$ cat config.mk
export PLATFORM = sky130hd
export DESIGN_NAME = ysyx_25020047_wbu_stage_flat
export DESIGN_NICKNAME = d
export VERILOG_FILES = /design/src/rtl/ysyx_25020047_pkg.sv /design/src/rtl/ysyx_25020047_wbu_stage_if.sv /design/src/rtl/ysyx_25020047_ld_extract.sv /design/src/rtl/ysyx_25020047_wbu_stage.sv /design/src/flat_wrapper.sv
export SDC_FILE = /design/constraint.sdc
export NUM_CORES = 1
export LEC_CHECK = 0
export BUFFER_PORTS_ARGS = -buffer_cell sky130_fd_sc_hd__buf_2
export CORE_UTILIZATION = 51
export DETAILED_ROUTE_END_ITERATION = 16
export GPL_ROUTABILITY_DRIVEN = 0
export PLACE_DENSITY = 0.81
export SYNTH_ARGS = -nofsm -noshare
export SYNTH_HDL_FRONTEND = slang
export SYNTH_HIERARCHICAL = 1
export SYNTH_SLANG_ARGS = --single-unit
export TNS_END_PERCENT = 20
$ cat constraint.sdc
create_clock -name clk -period 2.4 [get_ports clk]
set_input_delay 0.24 -clock clk [delete_from_list [all_inputs] [get_ports clk]]
set_output_delay 0.24 -clock clk [all_outputs]
set_load 0.02 [all_outputs]
$ cat src/rtl/ysyx_25020047_pkg.sv
// ysyx_25020047_pkg: shared encodings for the write-back stage and load extraction
package ysyx_25020047_pkg;
  typedef enum logic [1:0] {WB_NONE = 2'd0, WB_ALU = 2'd1, WB_SNPC = 2'd2, WB_MEM = 2'd3} wb_sel_e;
  localparam logic NPC_SNPC = 1'b0;
  localparam logic NPC_RES = 1'b1;
  typedef enum logic [2:0] {
    LD_LB = 3'b000, LD_LH = 3'b001, LD_LW = 3'b010, LD_LD = 3'b011,
    LD_LBU = 3'b100, LD_LHU = 3'b101, LD_LWU = 3'b110
  } ld_fmt_e;
  typedef enum logic [1:0] {ST_IDLE = 2'd0, ST_WAIT_MEM = 2'd1, ST_COMMIT = 2'd2} state_e;
endpackage

$ cat src/rtl/ysyx_25020047_wbu_stage_if.sv
// ysyx_25020047_wbu_stage_if: descriptor, memory-return and commit signals of the write-back stage
interface ysyx_25020047_wbu_stage_if #(parameter int XLEN = 32, parameter int CNT_W = 64);
  logic in_valid;
  logic in_ready;
  logic [1:0] in_wb_sel;
  logic in_npc_sel;
  logic [4:0] in_rd;
  logic [2:0] in_ld_fmt;
  logic [XLEN-1:0] in_result;
  logic [XLEN-1:0] in_snpc;
  logic mem_rvalid;
  logic [XLEN-1:0] mem_rdata;
  logic out_valid;
  logic out_ready;
  logic rf_wen;
  logic [4:0] rf_waddr;
  logic [XLEN-1:0] rf_wdata;
  logic [XLEN-1:0] dnpc;
  logic [CNT_W-1:0] instret;
  modport master(
    output in_valid, in_wb_sel, in_npc_sel, in_rd, in_ld_fmt, in_result, in_snpc, mem_rvalid, mem_rdata, out_ready,
    input in_ready, out_valid, rf_wen, rf_waddr, rf_wdata, dnpc, instret
  );
  modport slave(
    input in_valid, in_wb_sel, in_npc_sel, in_rd, in_ld_fmt, in_result, in_snpc, mem_rvalid, mem_rdata, out_ready,
    output in_ready, out_valid, rf_wen, rf_waddr, rf_wdata, dnpc, instret
  );
endinterface

$ cat src/rtl/ysyx_25020047_ld_extract.sv
// ysyx_25020047_ld_extract: shifts the addressed bytes down and sign/zero-extends them per load format
module ysyx_25020047_ld_extract
  import ysyx_25020047_pkg::*;
#(
  parameter int XLEN = 32
) (
  input  logic [2:0]                  fmt,
  input  logic [$clog2(XLEN/8)-1:0]   off,
  input  logic [XLEN-1:0]             rdata,
  output logic [XLEN-1:0]             data,
  output logic                        legal
);
  logic [XLEN-1:0] sh;
  always_comb begin
    sh = rdata >> {off, 3'b000};
    legal = (fmt != 3'b111) && !(XLEN == 32 && (fmt == LD_LD || fmt == LD_LWU));
    data = !legal ? '0 :
           fmt == LD_LB  ? XLEN'($signed(sh[7:0])) :
           fmt == LD_LH  ? XLEN'($signed(sh[15:0])) :
           fmt == LD_LW  ? XLEN'($signed(sh[31:0])) :
           fmt == LD_LBU ? XLEN'(sh[7:0]) :
           fmt == LD_LHU ? XLEN'(sh[15:0]) :
           fmt == LD_LWU ? XLEN'(sh[31:0]) : sh;
  end
endmodule

$ cat src/rtl/ysyx_25020047_wbu_stage.sv
// ysyx_25020047_wbu_stage: registered write-back stage; waits for load data, then emits one commit beat
module ysyx_25020047_wbu_stage
  import ysyx_25020047_pkg::*;
#(
  parameter int XLEN = 32,
  parameter int CNT_W = 64
) (
  input logic clk,
  input logic rst_n,
  ysyx_25020047_wbu_stage_if.slave bus
);
  localparam int OFF_W = $clog2(XLEN/8);
  state_e state_q, state_d;
  logic rf_wen_q, rf_wen_d;
  logic [4:0] rf_waddr_q, rf_waddr_d;
  logic [XLEN-1:0] rf_wdata_q, rf_wdata_d, dnpc_q, dnpc_d, ld_data;
  logic [CNT_W-1:0] instret_q, instret_d;
  logic [2:0] fmt_q, fmt_d;
  logic [OFF_W-1:0] off_q, off_d;
  logic ld_legal, acc, fire, is_mem;
  ysyx_25020047_ld_extract #(.XLEN(XLEN)) u_ld_extract (
    .fmt(fmt_q), .off(off_q), .rdata(bus.mem_rdata), .data(ld_data), .legal(ld_legal)
  );
  assign bus.out_valid = state_q == ST_COMMIT;
  assign bus.in_ready = state_q == ST_IDLE || (state_q == ST_COMMIT && bus.out_ready);
  assign bus.rf_wen = rf_wen_q;
  assign bus.rf_waddr = rf_waddr_q;
  assign bus.rf_wdata = rf_wdata_q;
  assign bus.dnpc = dnpc_q;
  assign bus.instret = instret_q;
  always_comb begin
    state_d = state_q;
    rf_wen_d = rf_wen_q;
    rf_waddr_d = rf_waddr_q;
    rf_wdata_d = rf_wdata_q;
    dnpc_d = dnpc_q;
    fmt_d = fmt_q;
    off_d = off_q;
    acc = bus.in_valid && bus.in_ready;
    fire = bus.out_valid && bus.out_ready;
    is_mem = bus.in_wb_sel == WB_MEM;
    instret_d = instret_q + CNT_W'(fire);
    if (state_q == ST_WAIT_MEM && bus.mem_rvalid) begin
      state_d = ST_COMMIT;
      rf_wen_d = ld_legal && rf_waddr_q != 5'd0;
      rf_wdata_d = ld_data;
    end else if (acc) begin
      state_d = is_mem ? ST_WAIT_MEM : ST_COMMIT;
      rf_waddr_d = bus.in_rd;
      dnpc_d = bus.in_npc_sel == NPC_RES ? {bus.in_result[XLEN-1:1], 1'b0} : bus.in_snpc;
      rf_wen_d = !is_mem && bus.in_wb_sel != WB_NONE && bus.in_rd != 5'd0;
      rf_wdata_d = bus.in_wb_sel == WB_ALU ? bus.in_result : bus.in_wb_sel == WB_SNPC ? bus.in_snpc : '0;
      fmt_d = bus.in_ld_fmt;
      off_d = bus.in_result[OFF_W-1:0];
    end else if (fire) begin
      state_d = ST_IDLE;
    end
  end
  always_ff @(posedge clk or negedge rst_n) begin
    if (!rst_n) begin
      state_q <= ST_IDLE;
      rf_wen_q <= 1'b0;
      rf_waddr_q <= '0;
      rf_wdata_q <= '0;
      dnpc_q <= '0;
      instret_q <= '0;
      fmt_q <= '0;
      off_q <= '0;
    end else begin
      state_q <= state_d;
      rf_wen_q <= rf_wen_d;
      rf_waddr_q <= rf_waddr_d;
      rf_wdata_q <= rf_wdata_d;
      dnpc_q <= dnpc_d;
      instret_q <= instret_d;
      fmt_q <= fmt_d;
      off_q <= off_d;
    end
  end
endmodule
$ cat src/flat_wrapper.sv
// flat-port wrapper written by rule: the top's interface ports become plain ports
module ysyx_25020047_wbu_stage_flat import ysyx_25020047_pkg::*;
#(
  parameter int XLEN = 32,
  parameter int CNT_W = 64
)
  (clk, rst_n, bus_in_valid, bus_in_wb_sel, bus_in_npc_sel, bus_in_rd, bus_in_ld_fmt, bus_in_result, bus_in_snpc, bus_mem_rvalid, bus_mem_rdata, bus_out_ready, bus_in_ready, bus_out_valid, bus_rf_wen, bus_rf_waddr, bus_rf_wdata, bus_dnpc, bus_instret);
  ysyx_25020047_wbu_stage_if #(.XLEN(XLEN), .CNT_W(CNT_W)) bus_i ();
  input logic clk;
  input logic rst_n;
  input wire logic [$bits(bus_i.in_valid)-1:0] bus_in_valid;
  input wire logic [$bits(bus_i.in_wb_sel)-1:0] bus_in_wb_sel;
  input wire logic [$bits(bus_i.in_npc_sel)-1:0] bus_in_npc_sel;
  input wire logic [$bits(bus_i.in_rd)-1:0] bus_in_rd;
  input wire logic [$bits(bus_i.in_ld_fmt)-1:0] bus_in_ld_fmt;
  input wire logic [$bits(bus_i.in_result)-1:0] bus_in_result;
  input wire logic [$bits(bus_i.in_snpc)-1:0] bus_in_snpc;
  input wire logic [$bits(bus_i.mem_rvalid)-1:0] bus_mem_rvalid;
  input wire logic [$bits(bus_i.mem_rdata)-1:0] bus_mem_rdata;
  input wire logic [$bits(bus_i.out_ready)-1:0] bus_out_ready;
  output wire logic [$bits(bus_i.in_ready)-1:0] bus_in_ready;
  output wire logic [$bits(bus_i.out_valid)-1:0] bus_out_valid;
  output wire logic [$bits(bus_i.rf_wen)-1:0] bus_rf_wen;
  output wire logic [$bits(bus_i.rf_waddr)-1:0] bus_rf_waddr;
  output wire logic [$bits(bus_i.rf_wdata)-1:0] bus_rf_wdata;
  output wire logic [$bits(bus_i.dnpc)-1:0] bus_dnpc;
  output wire logic [$bits(bus_i.instret)-1:0] bus_instret;
  assign bus_i.in_valid = bus_in_valid;
  assign bus_i.in_wb_sel = bus_in_wb_sel;
  assign bus_i.in_npc_sel = bus_in_npc_sel;
  assign bus_i.in_rd = bus_in_rd;
  assign bus_i.in_ld_fmt = bus_in_ld_fmt;
  assign bus_i.in_result = bus_in_result;
  assign bus_i.in_snpc = bus_in_snpc;
  assign bus_i.mem_rvalid = bus_mem_rvalid;
  assign bus_i.mem_rdata = bus_mem_rdata;
  assign bus_i.out_ready = bus_out_ready;
  assign bus_in_ready = bus_i.in_ready;
  assign bus_out_valid = bus_i.out_valid;
  assign bus_rf_wen = bus_i.rf_wen;
  assign bus_rf_waddr = bus_i.rf_waddr;
  assign bus_rf_wdata = bus_i.rf_wdata;
  assign bus_dnpc = bus_i.dnpc;
  assign bus_instret = bus_i.instret;
  ysyx_25020047_wbu_stage #(.XLEN(XLEN), .CNT_W(CNT_W)) u_core (.clk(clk), .rst_n(rst_n), .bus(bus_i));
endmodule
==> results.yml <==
global_route:
  grt_max_degree: 102
  number_of_global_route_vias_before_repair: 6754
  grt_usage: 0.298
  grt_pass1_wl_um: 34200
  grt_overflow_total: 0
  antenna_found_initial: 1
power:
  sw_frac_of_total: 0.409
  seq_power_share: 0.359
  switching_power_w: 0.00398
  clock_share_of_power: 0.233
  pwr-share-comb: 0.409
  p_int_w: 0.00576
  vdd.ir_drop.worst_mv: 0.647
  p_leak_nw: 4.83
  cellPowerDensity_mw_per_mm2: 1040
cts:
  cts-buffers-inserted: 17
  clk_latency_ns: 0.42
  clock_pin_slew_on_the_worst_setup_and_hold_paths_ns: 0.06
  clk_path_buf_depth: 2
  tritoncts: "yes"
  htree_num_levels: 4
  clock_sink_count: 141
  cts_root_buffer: "sky130_fd_sc_hd__clkbuf_16"
finish:
  fill_cells: 1137
  finish.net_count: 1125
  final_layout_size_suffix_gt1_frac: 0.311
  synthesis_to_finish_area_growth_pct: 27.0
  multi_input_gate_area_mm2: 0.00367
  regArea_mm2: 0.00353
  final_util: 0.670
  postLayoutCellArea_mm2: 0.00941
sta:
  tightestPinTransition_ns: 0.584
  hold_violations: 0
  fmax_ghz: 0.417
  finClkSkew_ns: 0.00694
  crit_share_post_route: 0.998
  relSlewSlack: 0.610
  rsz_0062_raised_after_global_routing: "yes"
  setup_viol_count_final: 0
  fin_crit_ns: 2.40
  report.final.slew_viol_count: 0
job:
  timing.max_cap.violations: 0
min_path:
  holdCritPathClass: "in -> reg"
  holdPathEnd: "u_core/fmt_q[2]$_DFFE_PN0P_"
  worstHoldPathCells: 3
  min-delay-start: "bus_in_ld_fmt[2]"
yosys:
  combined_area_of_all_synthesized_cells_mm2: 0.00741
  synthCells: 767
  seq_area_frac_synth: 0.476
  synth_async_sr_flop_share: 1.00
  synth.cells.most_frequent: "sky130_fd_sc_hd__dfrtp_1 (141), sky130_fd_sc_hd__nand2_1 (103), sky130_fd_sc_hd__nor2_1 (92), sky130_fd_sc_hd__mux2i_1 (48), sky130_fd_sc_hd__clkbuf_1 (38)"
  synth.area.top_cells: "sky130_fd_sc_hd__dfrtp_1 (48%), sky130_fd_sc_hd__mux2i_1 (6.5%), sky130_fd_sc_hd__nand2_1 (5.2%)"
  ys_types: 43
  synth_fp_nets: 884
  synth_enable_flop_cells: 0
  yosys.area.top_type: "sky130_fd_sc_hd__dfrtp_1"
  synthMostInstantiatedCell: "sky130_fd_sc_hd__dfrtp_1"
  synth_seq_cells: 141
  synth_flop_cell: "sky130_fd_sc_hd__dfrtp_1"
  synth.avg_cell_area_um2: 9.66
  yosys_warnings: 6
  synthDominantCellAreaShare: 0.476
floorplanning:
  die_height_um: 123
  io_pins: 248
  die-width_um: 123
  start_util: 0.528
  floorplan.rows: 43
  area_of_the_core_region_mm2: 0.0140
  die-area_mm2: 0.0150
worst_setup_path:
  reg2reg_to: "u_core/bus.instret[61]$_DFF_PN0_"
  reg2reg_slack_ns: 0.004
  ff2ff_path_depth: 8
  critical_path_class: "reg -> reg"
  critical_path.endpoint_type: "flip-flop"
  start_kind: "flip-flop"
  regToRegStartpoint: "u_core/state_q[0]$_DFFE_PN0P_"
  crit_fanout: 10
  timing.critical_path.required_ns: 2.73
  worst-endpoint-arrival_ns: 2.73
place:
  instance_area_at_placement_mm2: 0.00886
  dpl.hpwl_um: 15900
  place.port_buffers: 247
routing:
  route.detailed.wl_per_inst_um: 18.1
  drc: 0
  top_signal_layer_used: "met4"
  detailed_route_wirelength_on_metal2_um: 10300
  route.met3.wl_um: 1610
  num_vias: 6986
  wl_met1_um: 9070
  routed_via_density: 5.83
  finalWirelength_um: 21700
  firstDrtPassIters: 5
  ant_nets: 0
  dr.first_iter.drc_count: 565
run_status:
  status: "completed"
[power by group through the flow]
stage	logic [W]	clock network, W	registers (W)
2_1_floorplan	0.00200	0	0.00411
3_3_place_gp	0.00388	0	0.00350
3_5_place_dp	0.00398	0	0.00349
4_1_cts	0.00397	0.00230	0.00349
5_1_grt	0.00433	0.00242	0.00357
6_report	0.00398	0.00227	0.00349
[state kept, by name, summed over array words and instances (netlist names)]
signal and count:
u_core/state_q 2, u_core/bus.rf_waddr 5, u_core/off_q 2, u_core/fmt_q 3, u_core/bus.rf_wdata 32, u_core/bus.instret 64
u_core/bus.dnpc 32, u_core/bus.rf_wen 1
[placed cells by master (no fill, tap or decap), drive strengths merged, types with 9 or more instances in the layout]
cell,instances
a211oi,15
a21oi,27
a221o,33
a22oi,33
buf,268
clkbuf,21
dfrtp,141
inv,12
mux2i,48
nand2,103
nand3,26
nand4,23
nor2,92
nor2b,13
nor3,9
nor4,15
o21ai,33
xnor2,33
xor2,29
[metrics by stage]
stage	setup WS (ns)	instances	hold WS (ns)	setup TNS [ns]	total power (W)
finish	0.00397	1199	0.0268	0	0.00974
global route	-0.136	1199	0.00535	-0.453	0.0103
CTS	0.0511	1197	0.00603	0	0.00976
detailed placement	0.103	1167	0.202	0	0.00747
global placement	0.167	1167	0.200	0	0.00738
floorplan	0.0953	767	-0.0556	0	0.00612
[what timing repair did]
action,4_1_cts,5_1_grt
hold buffers,1,0
setup endpoints to repair,0,10
gates resized for setup,0,6
setup buffers,0,1
hold endpoints to repair,40,0
[area by class of cell]
class                   count  area share
well taps                 180      0.0239
clock buffers              21      0.0479
flip-flops and latches    141       0.375
multi-input cells         566       0.390
diodes                      1    0.000266
inverters                  13     0.00519
repair buffers            269       0.153
clock inverters             8     0.00505
[cell families (layout without fill, tap and decap cells)]
logic type,Yosys count,in the layout,synth area share
simple gates,306,306,0.200
fa+ha+maj,5,5,0.00844
xor+xnor,62,62,0.0733
flops,141,141,0.476
other cells,0,1,0
buf+inv,60,311,0.0351
compound gates,145,145,0.143
mux,48,48,0.0648
[critical path, cell delays in order, from the launching register on]
cell and delay (ns):
sky130_fd_sc_hd__dfrtp_1 0.41, sky130_fd_sc_hd__nor2b_2 0.13, sky130_fd_sc_hd__and2_1 0.13, sky130_fd_sc_hd__ha_1 0.19, sky130_fd_sc_hd__nand2_1 0.15, sky130_fd_sc_hd__nor4b_4 0.43, sky130_fd_sc_hd__nand4_4 0.27, sky130_fd_sc_hd__nor4_1 0.41
sky130_fd_sc_hd__xor2_1 0.20
[how the worst max path moves through the flow]
stage                                  start                                to  cells past startpoint
3_3_place_gp   u_core/state_q[0]$_DFFE_PN0P_  u_core/bus.instret[57]$_DFF_PN0_                      8
6_report       u_core/state_q[0]$_DFFE_PN0P_  u_core/bus.instret[61]$_DFF_PN0_                      8
3_5_place_dp   u_core/state_q[0]$_DFFE_PN0P_  u_core/bus.instret[61]$_DFF_PN0_                      8
5_1_grt        u_core/state_q[0]$_DFFE_PN0P_  u_core/bus.instret[61]$_DFF_PN0_                      8
2_1_floorplan  u_core/state_q[0]$_DFFE_PN0P_  u_core/bus.instret[57]$_DFF_PN0_                      8
4_1_cts        u_core/state_q[0]$_DFFE_PN0P_  u_core/bus.instret[53]$_DFF_PN0_                      8
[metal layers]
metal,vias up,GRT usage
li1,3220,-
met1,3356,0.374
met2,355,0.483
met3,55,0.0757
met4,0,0.138
met5,-,0
(Power assumes the default switching activity.)
